## config.mk

```make
export PLATFORM = sky130hd
export DESIGN_NAME = sdrc_wb_rr_arbiter
export DESIGN_NICKNAME = d
export VERILOG_FILES = /design/src/rtl/sdrc_wb_arb_pkg.sv /design/src/rtl/sdrc_wb_rr_arbiter_rr_pick.sv /design/src/rtl/sdrc_wb_rr_arbiter.sv
export SDC_FILE = /design/constraint.sdc
export NUM_CORES = 1
export LEC_CHECK = 0
export CAP_MARGIN = 20
export CORE_AREA = 2 2 163 165
export DETAILED_ROUTE_END_ITERATION = 7
export DIE_AREA = 0 0 165 167
export HOLD_SLACK_MARGIN = 0.15
export PLACE_DENSITY = 0.54
export SLEW_MARGIN = 20
export SYNTH_ARGS = -nofsm -noshare
export SYNTH_HDL_FRONTEND = slang
export SYNTH_SLANG_ARGS = --single-unit
```

## constraint.sdc

```tcl
create_clock -name wb_clk_i -period 2.95 [get_ports wb_clk_i]
set_input_delay 0.59 -clock wb_clk_i [delete_from_list [all_inputs] [get_ports wb_clk_i]]
set_output_delay 0.59 -clock wb_clk_i [all_outputs]
set_load 0.03 [all_outputs]
```

## src/rtl/sdrc_wb_arb_pkg.sv

```systemverilog
// Shared types and constants for the sdrc Wishbone arbiters.
//   arb_state_e : arbiter FSM state (idle / bus cycle in flight / watchdog abort)
//   CTI_*       : Wishbone cycle-type identifiers seen on m_cti_i / s_cti_o
package sdrc_wb_arb_pkg;

  typedef enum logic [1:0] {
    StIdle  = 2'd0,
    StBusy  = 2'd1,
    StAbort = 2'd2
  } arb_state_e;

  localparam logic [2:0] CTI_CLASSIC = 3'b000;
  localparam logic [2:0] CTI_INCR    = 3'b010;
  localparam logic [2:0] CTI_EOB     = 3'b111;

endpackage

```

## src/rtl/sdrc_wb_rr_arbiter_rr_pick.sv

```systemverilog
// Combinational round-robin picker.
//   ptr_i   : index of the highest-priority requester this round
//   req_i   : request vector
//   gnt_o   : one-hot grant to the first requester at or after ptr_i (wrapping N-1 -> 0)
//   valid_o : at least one request present
module rr_pick #(
  parameter int unsigned N = 4,
  localparam int unsigned PW = (N > 1) ? $clog2(N) : 1
) (
  input  logic [PW-1:0] ptr_i,
  input  logic [N-1:0]  req_i,
  output logic [N-1:0]  gnt_o,
  output logic          valid_o
);

  always_comb begin
    int unsigned idx;
    idx     = 0;
    gnt_o   = '0;
    valid_o = 1'b0;
    for (int unsigned i = 0; i < N; i++) begin
      idx = (32'(ptr_i) + i) % N;
      if (!valid_o && req_i[idx]) begin
        gnt_o[idx] = 1'b1;
        valid_o    = 1'b1;
      end
    end
  end

endmodule

```

## src/rtl/sdrc_wb_rr_arbiter.sv

```systemverilog
// Round-robin Wishbone arbiter in front of the sdrc_top slave port.
//   wb_clk_i / wb_rst_i : clock, synchronous active-high reset
//   sdr_init_done       : no new grant is issued while low
//   m_*_i / m_*_o       : NUM_M packed master ports (master i at [i*W +: W])
//   s_*_o / s_*_i       : single slave port towards sdrc_top
//   gnt_o               : registered one-hot grant, zero when idle
// A grant is held for the full bus cycle (cyc high, bursts included). A watchdog
// counts stalled strobe cycles and aborts the cycle with a one-cycle err pulse.
module sdrc_wb_rr_arbiter
  import sdrc_wb_arb_pkg::*;
#(
  parameter int unsigned NUM_M   = 4,
  parameter int unsigned APP_AW  = 26,
  parameter int unsigned DW      = 32,
  parameter int unsigned SW      = 4,
  parameter int unsigned TIMEOUT = 255
) (
  input  logic                  wb_clk_i,
  input  logic                  wb_rst_i,
  input  logic                  sdr_init_done,
  input  logic [NUM_M-1:0]      m_cyc_i,
  input  logic [NUM_M-1:0]      m_stb_i,
  input  logic [NUM_M-1:0]      m_we_i,
  input  logic [NUM_M*APP_AW-1:0] m_addr_i,
  input  logic [NUM_M*DW-1:0]   m_dat_i,
  input  logic [NUM_M*SW-1:0]   m_sel_i,
  input  logic [NUM_M*3-1:0]    m_cti_i,
  output logic [DW-1:0]         m_dat_o,
  output logic [NUM_M-1:0]      m_ack_o,
  output logic [NUM_M-1:0]      m_err_o,
  output logic                  s_cyc_o,
  output logic                  s_stb_o,
  output logic                  s_we_o,
  output logic [APP_AW-1:0]     s_addr_o,
  output logic [DW-1:0]         s_dat_o,
  output logic [SW-1:0]         s_sel_o,
  output logic [2:0]            s_cti_o,
  input  logic [DW-1:0]         s_dat_i,
  input  logic                  s_ack_i,
  output logic [NUM_M-1:0]      gnt_o
);

  localparam int unsigned PW  = $clog2(NUM_M);
  localparam int unsigned WdW = (TIMEOUT > 0) ? $clog2(TIMEOUT + 1) : 1;

  arb_state_e       state_q, state_d;
  logic [NUM_M-1:0] gnt_q, gnt_d;
  logic [PW-1:0]    ptr_q, ptr_d;
  logic [WdW-1:0]   wdog_q, wdog_d;
  logic             err_q, err_d;

  logic [NUM_M-1:0] pick_gnt;
  logic             pick_valid;
  logic [PW-1:0]    g_idx;
  logic [PW-1:0]    next_ptr;
  logic             g_cyc;
  logic             busy;
  logic             wdog_hit;

  rr_pick #(
    .N (NUM_M)
  ) u_rr_pick (
    .ptr_i   (ptr_q),
    .req_i   (m_cyc_i),
    .gnt_o   (pick_gnt),
    .valid_o (pick_valid)
  );

  // Binary index of the held grant; drives every slave-side mux.
  always_comb begin
    g_idx = '0;
    for (int unsigned i = 0; i < NUM_M; i++) begin
      if (gnt_q[i]) g_idx = PW'(i);
    end
  end

  assign next_ptr = (g_idx == PW'(NUM_M - 1)) ? '0 : g_idx + PW'(1);
  assign busy     = (state_q == StBusy);
  assign g_cyc    = m_cyc_i[g_idx];

  // Slave port: data-path fields always follow the grant, handshake only while BUSY.
  assign s_cyc_o  = busy & g_cyc;
  assign s_stb_o  = busy & m_stb_i[g_idx];
  assign s_we_o   = m_we_i[g_idx];
  assign s_addr_o = m_addr_i[g_idx*APP_AW +: APP_AW];
  assign s_dat_o  = m_dat_i[g_idx*DW +: DW];
  assign s_sel_o  = m_sel_i[g_idx*SW +: SW];
  assign s_cti_o  = m_cti_i[g_idx*3 +: 3];

  // An ack arriving outside BUSY (e.g. late, after an abort) is dropped here.
  assign m_ack_o = (busy && s_ack_i) ? gnt_q : '0;
  assign m_err_o = err_q ? gnt_q : '0;
  assign m_dat_o = s_dat_i;
  assign gnt_o   = gnt_q;

  assign wdog_hit = (TIMEOUT != 0) && (wdog_q == WdW'(TIMEOUT - 1));

  always_comb begin
    state_d = state_q;
    gnt_d   = gnt_q;
    ptr_d   = ptr_q;
    wdog_d  = '0;
    err_d   = 1'b0;
    case (state_q)
      StIdle: begin
        if (sdr_init_done && pick_valid) begin
          gnt_d   = pick_gnt;
          state_d = StBusy;
        end
      end
      StBusy: begin
        if (!g_cyc) begin
          state_d = StIdle;
          gnt_d   = '0;
          ptr_d   = next_ptr;
        end else if (s_stb_o && !s_ack_i) begin
          // Ack on the same edge as the would-be timeout takes this branch's else path.
          if (wdog_hit) begin
            state_d = StAbort;
            err_d   = 1'b1;
          end else if (TIMEOUT != 0) begin
            wdog_d = wdog_q + WdW'(1);
          end
        end
      end
      StAbort: begin
        if (!g_cyc) begin
          state_d = StIdle;
          gnt_d   = '0;
          ptr_d   = next_ptr;
        end
      end
      default: begin
        state_d = StIdle;
        gnt_d   = '0;
      end
    endcase
  end

  always_ff @(posedge wb_clk_i) begin
    if (wb_rst_i) begin
      state_q <= StIdle;
      gnt_q   <= '0;
      ptr_q   <= '0;
      wdog_q  <= '0;
      err_q   <= 1'b0;
    end else begin
      state_q <= state_d;
      gnt_q   <= gnt_d;
      ptr_q   <= ptr_d;
      wdog_q  <= wdog_d;
      err_q   <= err_d;
    end
  end

endmodule

```

==> run summary, run 1 <==
The run finished with clean final reports. The count of flip-flops with a built-in enable after synthesis came out at 0. Summed over all nets, the half-perimeter wirelength after detailed placement is 14500 um. The number of nets produced by synthesis came out at 863. The post-synthesis sequential area ratio is 0.0960. At the end of routability-driven placement, the weighted congestion stood at about 0.74. The count of mapped cells out of synthesis came out at 543. The tool flagged a number of max-cap violations equal to 0.

The post-CTS clock slew at the launch and capture registers of the worst setup and hold paths is 50 ps. The initial antenna violation count was 0. The total grt overflow is 0. Final hold analysis gives a worst-case slack of 464 ps. The post-synthesis instance area is between 3000 and 4000 sq um. The share of final-layout standard cells stronger than drive strength 1 is 0.0636. Of all nets on the critical path, the largest fanout is 1. The area added between synthesis and finish came out at 112%. The number of vias after detailed routing is 4817. The die area came out at 27600 sq um. The number of antenna diodes in the final layout is 0.

After synthesis, the cell types taking the most area are sky130_fd_sc_hd__mux2i_1 (19%), sky130_fd_sc_hd__a21oi_1 (11%), sky130_fd_sc_hd__dfxtp_1 (9.6%). The overall power after layout came out at 2.80 mW. The internal portion of the total power is 1.53 mW.

The antenna violation net count after detailed routing is 0. By count the netlist is led by sky130_fd_sc_hd__nor2_1 (79), sky130_fd_sc_hd__a21oi_1 (75), sky130_fd_sc_hd__nand2_1 (70), sky130_fd_sc_hd__mux2i_1 (69), sky130_fd_sc_hd__o21ai_0 (68). The number of clock sinks seen by CTS came out at 17. The final hold violation count came out at 0. The critical path's largest stage delay is 710 ps. VDD sags by at most 0.188 mV. By area, the combinational part of the netlist is dominated by compound AO/OA/AOI/OAI gates.

The count of input and output buffers came out at 355. The net count of the finished layout is 1170. In the synthesized netlist the dominant register cell turns out to be sky130_fd_sc_hd__dfxtp_1. Once placement finished, the instance area stood at 7430 sq um. The time the worst path needs with I/O delays and setup is between 2000 and 3000 ps. The pin slew with the least headroom to its limit is 519 ps. The root buffer cell is sky130_fd_sc_hd__clkbuf_16.

The type of element launching the critical path is an input pin. The min-delay analysis places its worst path in the category reg -> reg. The H-tree depth is 1. After detailed routing, the total wire length is 17500 um.

Once layout is done, the placed cells without fillers occupy 7520 sq um. The part of the power in combinational logic is 0.808. The average instance area after synthesis is 6.53 sq um. The adder-cell area share of the yosys netlist came out at 0.0424. The critical path capture point type is a primary output. The clock latency reported for the late side of the worst-skew pair came out at 250 ps.

The power density of the placed cells is between 300 and 400 nW/um^2. During synthesis, Yosys emitted a total of 0 warnings. The number of pins with negative max-slew slack in the final report was 0. The portion of netlist area occupied by mux cells came out at 0.218. The total net switching power is around 1.3 mW. The final setup violation count came out at 0. Data arrives at the worst endpoint at ~2200 ps. From bottom edge to top edge, the die measures 167 um. The worst slack at placement came out at -27.7 ps. Counting both buffers and inverters, the worst setup path holds a total of 2. The via-per-instance ratio is about 4.1. The core region is 25800 sq um. Derived from the worst setup path, the maximum achievable clock frequency is 354 MHz. The data required time at the worst endpoint came out at between 2000 and 2500 ps. The critical path goes through clkdlybuf4s50_1 -> mux2i_1 -> nor2_1 -> a21oi_1 -> o21ai_0 -> clkdlybuf4s50_1.

The post-route core utilization came out at 0.292. The least setup slack across all paths after layout came out at 122 ps. The compound-cell area share of the yosys netlist came out at 0.257. The maximum number of pins on one net before global-route repair came out at 84. The global-route usage over all layers came out at 0.118.

The iteration-0 DRC count of the detailed router is around 220. For this design the static power due to leakage is 2.67 nW. The average wire length per cell after detail routing is 14.8 um.

The first detailed-routing pass ran for 4 iterations. The fill cell instance count of the final layout is around 2800. The area share of the leading cell type in the synthesized netlist came out at 0.195. The headroom to the max-slew limit is 0.650. The number of clock buffers added by TritonCTS is 3. The I/O pin count came out at 420. The type of the worst setup path is in -> out. The die extent in x is ~170 um. Setup repair after global routing left no endpoint under its margin. For this run, asynchronously set or reset flops after synthesis account for 0. The number of different library cells used by synthesis comes to 52.

The count of hold buffers inserted by post-cts repair came out at 0. TritonCTS built the clock tree. Of the total power, the share spent switching nets is 0.452. The cell row count came out at 59. The setup fix buffers added after clock tree synthesis came out at 0. The biggest area contributor in the post-synthesis netlist is sky130_fd_sc_hd__mux2i_1. Synthesis inferred 17 register bits. The wire length of the first global-routing pass is 26000 um. The cell with the largest stage delay on the worst path is sky130_fd_sc_hd__clkdlybuf4s50_1. The final clock period utilization by the worst path came out at 0.959. The maximum number of buffers from clock root to sink is 2. The most numerous cell type found on the critical path is sky130_fd_sc_hd__clkdlybuf4s50_1.

The number of global-route vias before repair came out at 4832. For this configuration, the core starts out at a cell density of 0.138. The simple-gate share of the synthesized area came out at 0.242. After detailed routing, the number of remaining DRC violations is 0. The worst clock skew came out at 2.19 ps. On the critical path the largest part of the delay comes from buffers and inverters. The xor and xnor fraction of the mapped netlist area is 0.00989.

The part of the power in registers is 0.094. Of the total power, the clock network draws 0.099. The most common cell in the synthesized netlist is sky130_fd_sc_hd__nor2_1.
## power groups by stage
stage | logic [mW] | clock network [mW] | registers, mW
floorplan | 1.19 | 0 | 0.273
global placement | 2.27 | 0 | 0.268
detailed placement | 2.28 | 0 | 0.267
CTS | 2.29 | 0.284 | 0.263
global route | 2.42 | 0.297 | 0.265
finish | 2.26 | 0.276 | 0.262
## metrics by stage
| stage | TNS, ps | std cells |
|---|---|---|
| after floorplan | 0 | 543 |
| after global placement | -39.6 | 1180 |
| after detailed placement | -27.7 | 1180 |
| after CTS | 0 | 1184 |
| after global routing | 0 | 1184 |
| final | 0 | 1184 |
## sequential cells by signal (all words and copies together) (netlist names)
register and count:
err_q 1, gnt_o 4, ptr_q 2, state_q 2, wdog_q 8
## worst paths after layout
check                                              to                   from  cells after the start  slack (ps)
worst max-delay path                      s_dat_o[12]            m_dat_i[44]                      6         120
worst min register to register   wdog_q[0]$_SDFF_PP0_   wdog_q[0]$_SDFF_PP0_                      1         460
worst max register to register  gnt_o[1]$_SDFFE_PP0P_  ptr_q[1]$_SDFFE_PP0P_                      6         810
worst min-delay path             wdog_q[0]$_SDFF_PP0_   wdog_q[0]$_SDFF_PP0_                      1         460
## layout make-up
class,instances,area (sq um),area share
Clock buffer,3,75.1,0.00999
Tap cell,335,419,0.0558
Clock inverter,1,5.00,0.000666
Inverter,7,26.3,0.00350
Timing Repair Buffer,375,3920,0.521
Sequential cell,17,352,0.0468
Multi-Input combinational cell,446,2730,0.363
## logic make-up (layout without fill, tap and decap cells)
family	after synthesis	in the layout
flip-flops	17	17
multiplexers	73	73
AO/OA/AOI/OAI	165	165
buffers and inverters	80	386
XOR/XNOR	4	4
adder cells (fa/ha/maj)	12	12
AND/OR/NAND/NOR	192	192
## cells in the final DEF (no fill, tap or decap), drive strengths merged, types with 3 or more instances in the layout
cell / count
and2: 5
o21ai: 69
nor2: 79
clkbuf: 3
inv: 7
nand3: 4
buf: 37
a221oi: 4
a21oi: 75
dfxtp: 17
ha: 12
or3: 3
and3: 6
clkdlybuf4s50: 335
mux4: 3
o2bb2ai: 4
nand2: 70
nand2b: 6
a22o: 4
mux2i: 69
nor2b: 7
## layer usage
layer / vias up / part of all wire / track usage
li1: 2475 / - / -
met1: 2108 / 0.40 / 0.138
met2: 211 / 0.50 / 0.220
met3: 23 / 0.094 / 0.0254
met4: 0 / 0.011 / 0.0185
met5: - / 0 / 0
## worst reg2reg max path: stages (launching register included)
cell and delay, ps:
sky130_fd_sc_hd__dfxtp_1 510, sky130_fd_sc_hd__inv_1 140, sky130_fd_sc_hd__ha_1 360, sky130_fd_sc_hd__mux4_2 390
sky130_fd_sc_hd__a221oi_1 320, sky130_fd_sc_hd__o2bb2ai_1 130, sky130_fd_sc_hd__a22o_1 190
## what timing repair did
action,in CTS,in global routing
gates cloned,0,0
hold endpoints to repair,0,0
resized for setup,1,2
endpoints found under the setup margin,1,2
(Power assumes the default switching activity.)
==> run 2: changes to the inputs <==
SKIP_CTS_REPAIR_TIMING = 1   (was default)
==> run 2 against run 1 <==
Global-route usage unchanged. Worst hold slack unchanged. Sequential cell count unchanged. Critical path type unchanged. Routed wire length about the same. Critical path depth is the same.
==> run summary, run 2 (synthesized netlist as in run 1, its figures left out) <==
The run finished with clean final reports. The time the worst path needs with I/O delays and setup is approximately 2800 ps. Detailed routing inserted a total of 4817 vias.

The total grt overflow is 0. The height of the chip is ~170 um. The average wire length per cell after detail routing is 14.8 um. The final setup violation count is 0. The internal cell power came out at around 1.5 mW. The detailed placer's ending HPWL came out at roughly 14000 um. For the final routed database, the setup TNS stands at 0 ps.

The static leakage is 2.69 nW. The cell area after layout came out at 7520 sq um. The number of flip-flops in the largest register came out at 8.

The cell row count is 59. The final clock period utilization by the worst path is 0.959. The area growth from synthesis to layout is 112%. The share of total power dissipated in the clock network is 0.099. CTS built an H-tree with a depth of 1.

Once layout is complete, the utilization of the core stands at 0.292. The part of the power in combinational logic is 0.808. The post-CTS clock slew at the launch and capture registers of the worst setup and hold paths came out at about 50 ps. In the layout the commonest cells are sky130_fd_sc_hd__clkdlybuf4s50_1 (335), sky130_fd_sc_hd__nor2_1 (79), sky130_fd_sc_hd__a21oi_1 (75).

TritonCTS built the clock tree. The max-capacitance violation count came out at 0. The number of clock sinks seen by CTS is 17. The critical-path maximum fanout is 1. Clock latency on the worst-skew pair, taken at its later pin, is 250 ps. The type of element launching the critical path is an input pin. The final hold violation count was 0. Hold timing on the final database bottoms out at a slack of 464 ps. Setup repair after global routing left no endpoint under its margin. The die extent in x is 165 um. The congestion estimate from routability-driven global placement came to 0.742. The area of the core region is 25800 sq um. The worst setup path is of the in -> out kind.

The data arrival time at the worst-slack endpoint came out at 2240 ps. During I/O placement, the number of pins put on the boundary was 420. The most frequent standard cell in the layout excluding fill and tap cells is sky130_fd_sc_hd__clkdlybuf4s50_1. The clock arrives with 2.19 ps of skew.

The power density of the placed cells is ~370 nW/um^2. The pre-antenna-repair detailed-routing pass consisted of 4 iterations. The proportion of total power due to net switching came out at 0.452.

The type of the tightest min-delay check is reg -> reg. The global-route usage over all layers is 0.118. The pin slew with the least headroom to its limit is 519 ps. The initial antenna violation count came out at 0. Once placement finished, the instance area stood at roughly 7400 sq um. Port buffering added 355 buffers. The number of CTS-inserted buffers came out at 3. The maximum number of buffers from clock root to sink is 2. The root buffer cell is sky130_fd_sc_hd__clkbuf_16. The total net switching power is 1.26 mW.

Headroom to the max-slew limit came out at 0.650. The fill cell instance count of the final layout came out at 2758. For the worst setup path, the data required time is 2360 ps. The antenna violation net count after detailed routing came out at 0. The part of the power in registers is 0.094. The via-per-instance ratio came out at 4.07. The starting density of the core came out at 0.138. After detailed routing, the total wire length is 17500 um. Across the whole layout, storage elements account for 352 sq um. The net count of the finished layout came out at 1170. The wire length of the first global-routing pass came out at approximately 26000 um. The share of final-layout standard cells stronger than drive strength 1 is 0.0636.

The maximum number of pins on one net before global-route repair is 84. The die area is approximately 28000 sq um. Counting flops per register, the top entry is wdog_q. The number of global-route vias before repair is slightly below 5000. The upper clock frequency limit is around 350 MHz. The iteration-0 DRC count of the detailed router is 216. The worst voltage drop across the vdd grid came out at roughly 0.19 mV. The overall power after layout came out at 2.80 mW.

The DRC violation count after routing came out at 0. The multi-input combinational cells in the finished layout cover a total of 2730 sq um. The number of pins with negative max-slew slack in the final report was 0. The number of antenna cells inserted is 0. STA classifies the critical path endpoint as a primary output.
==> run 2: changes by cell type in the layout (fill, tap and decap cells not counted), sizes merged <==
cell	previous run	this run
dlymetal6s2s	2	3
dlygate4sd2	1	0
==> run 2: cell type report <==
cell class,count,area share
Clock inverter,1,0.000665
Tap cell,335,0.0557
Multi-Input combinational cell,446,0.362
Sequential cell,17,0.0467
Clock buffer,3,0.00998
Timing Repair Buffer,375,0.521
Inverter,7,0.00349
==> run 2: final timing paths <==
path                                             from               endpoint  slack [ps]  cells after the start
worst max-delay path                      m_dat_i[44]            s_dat_o[12]         120                      6
worst min-delay path             wdog_q[0]$_SDFF_PP0_   wdog_q[0]$_SDFF_PP0_         460                      1
worst max register to register  ptr_q[1]$_SDFFE_PP0P_  gnt_o[1]$_SDFFE_PP0P_         810                      6
worst min register to register   wdog_q[0]$_SDFF_PP0_   wdog_q[0]$_SDFF_PP0_         460                      1
==> run 2: worst max-delay path, stage by stage <==
cell	delay (ps)
sky130_fd_sc_hd__clkdlybuf4s50_1	540
sky130_fd_sc_hd__mux2i_1	100
sky130_fd_sc_hd__nor2_1	90
sky130_fd_sc_hd__a21oi_1	50
sky130_fd_sc_hd__o21ai_0	170
sky130_fd_sc_hd__clkdlybuf4s50_1	710
==> run 2: per-stage QoR <==
step                cells  worst slack [ps]
floorplan             543               416
global route         1184              6.29
global placement     1180             -39.6
CTS                  1184             -45.5
finish               1184               122
detailed placement   1180             -27.7
==> run 2: layer usage <==
metal  GRT usage  vias up  share of wire
met5           0        -              0
met4      0.0185        0          0.011
met3      0.0254       23          0.094
met2       0.220      211           0.50
met1       0.138     2108           0.40
li1            -     2475              -
==> run 2: power by group through the flow <==
stage	Sequential, mW	Combinational (mW)	Clock (mW)
6_report	0.262	2.26	0.276
5_1_grt	0.265	2.42	0.297
4_1_cts	0.263	2.29	0.284
3_5_place_dp	0.267	2.28	0
3_3_place_gp	0.268	2.27	0
2_1_floorplan	0.273	1.19	0
==> run 3: changes to the inputs <==
GPL_ROUTABILITY_DRIVEN = 1   (was default)
==> results of run 3 <==
No change in the layout: final DEF, timing and power equal those of run 2.
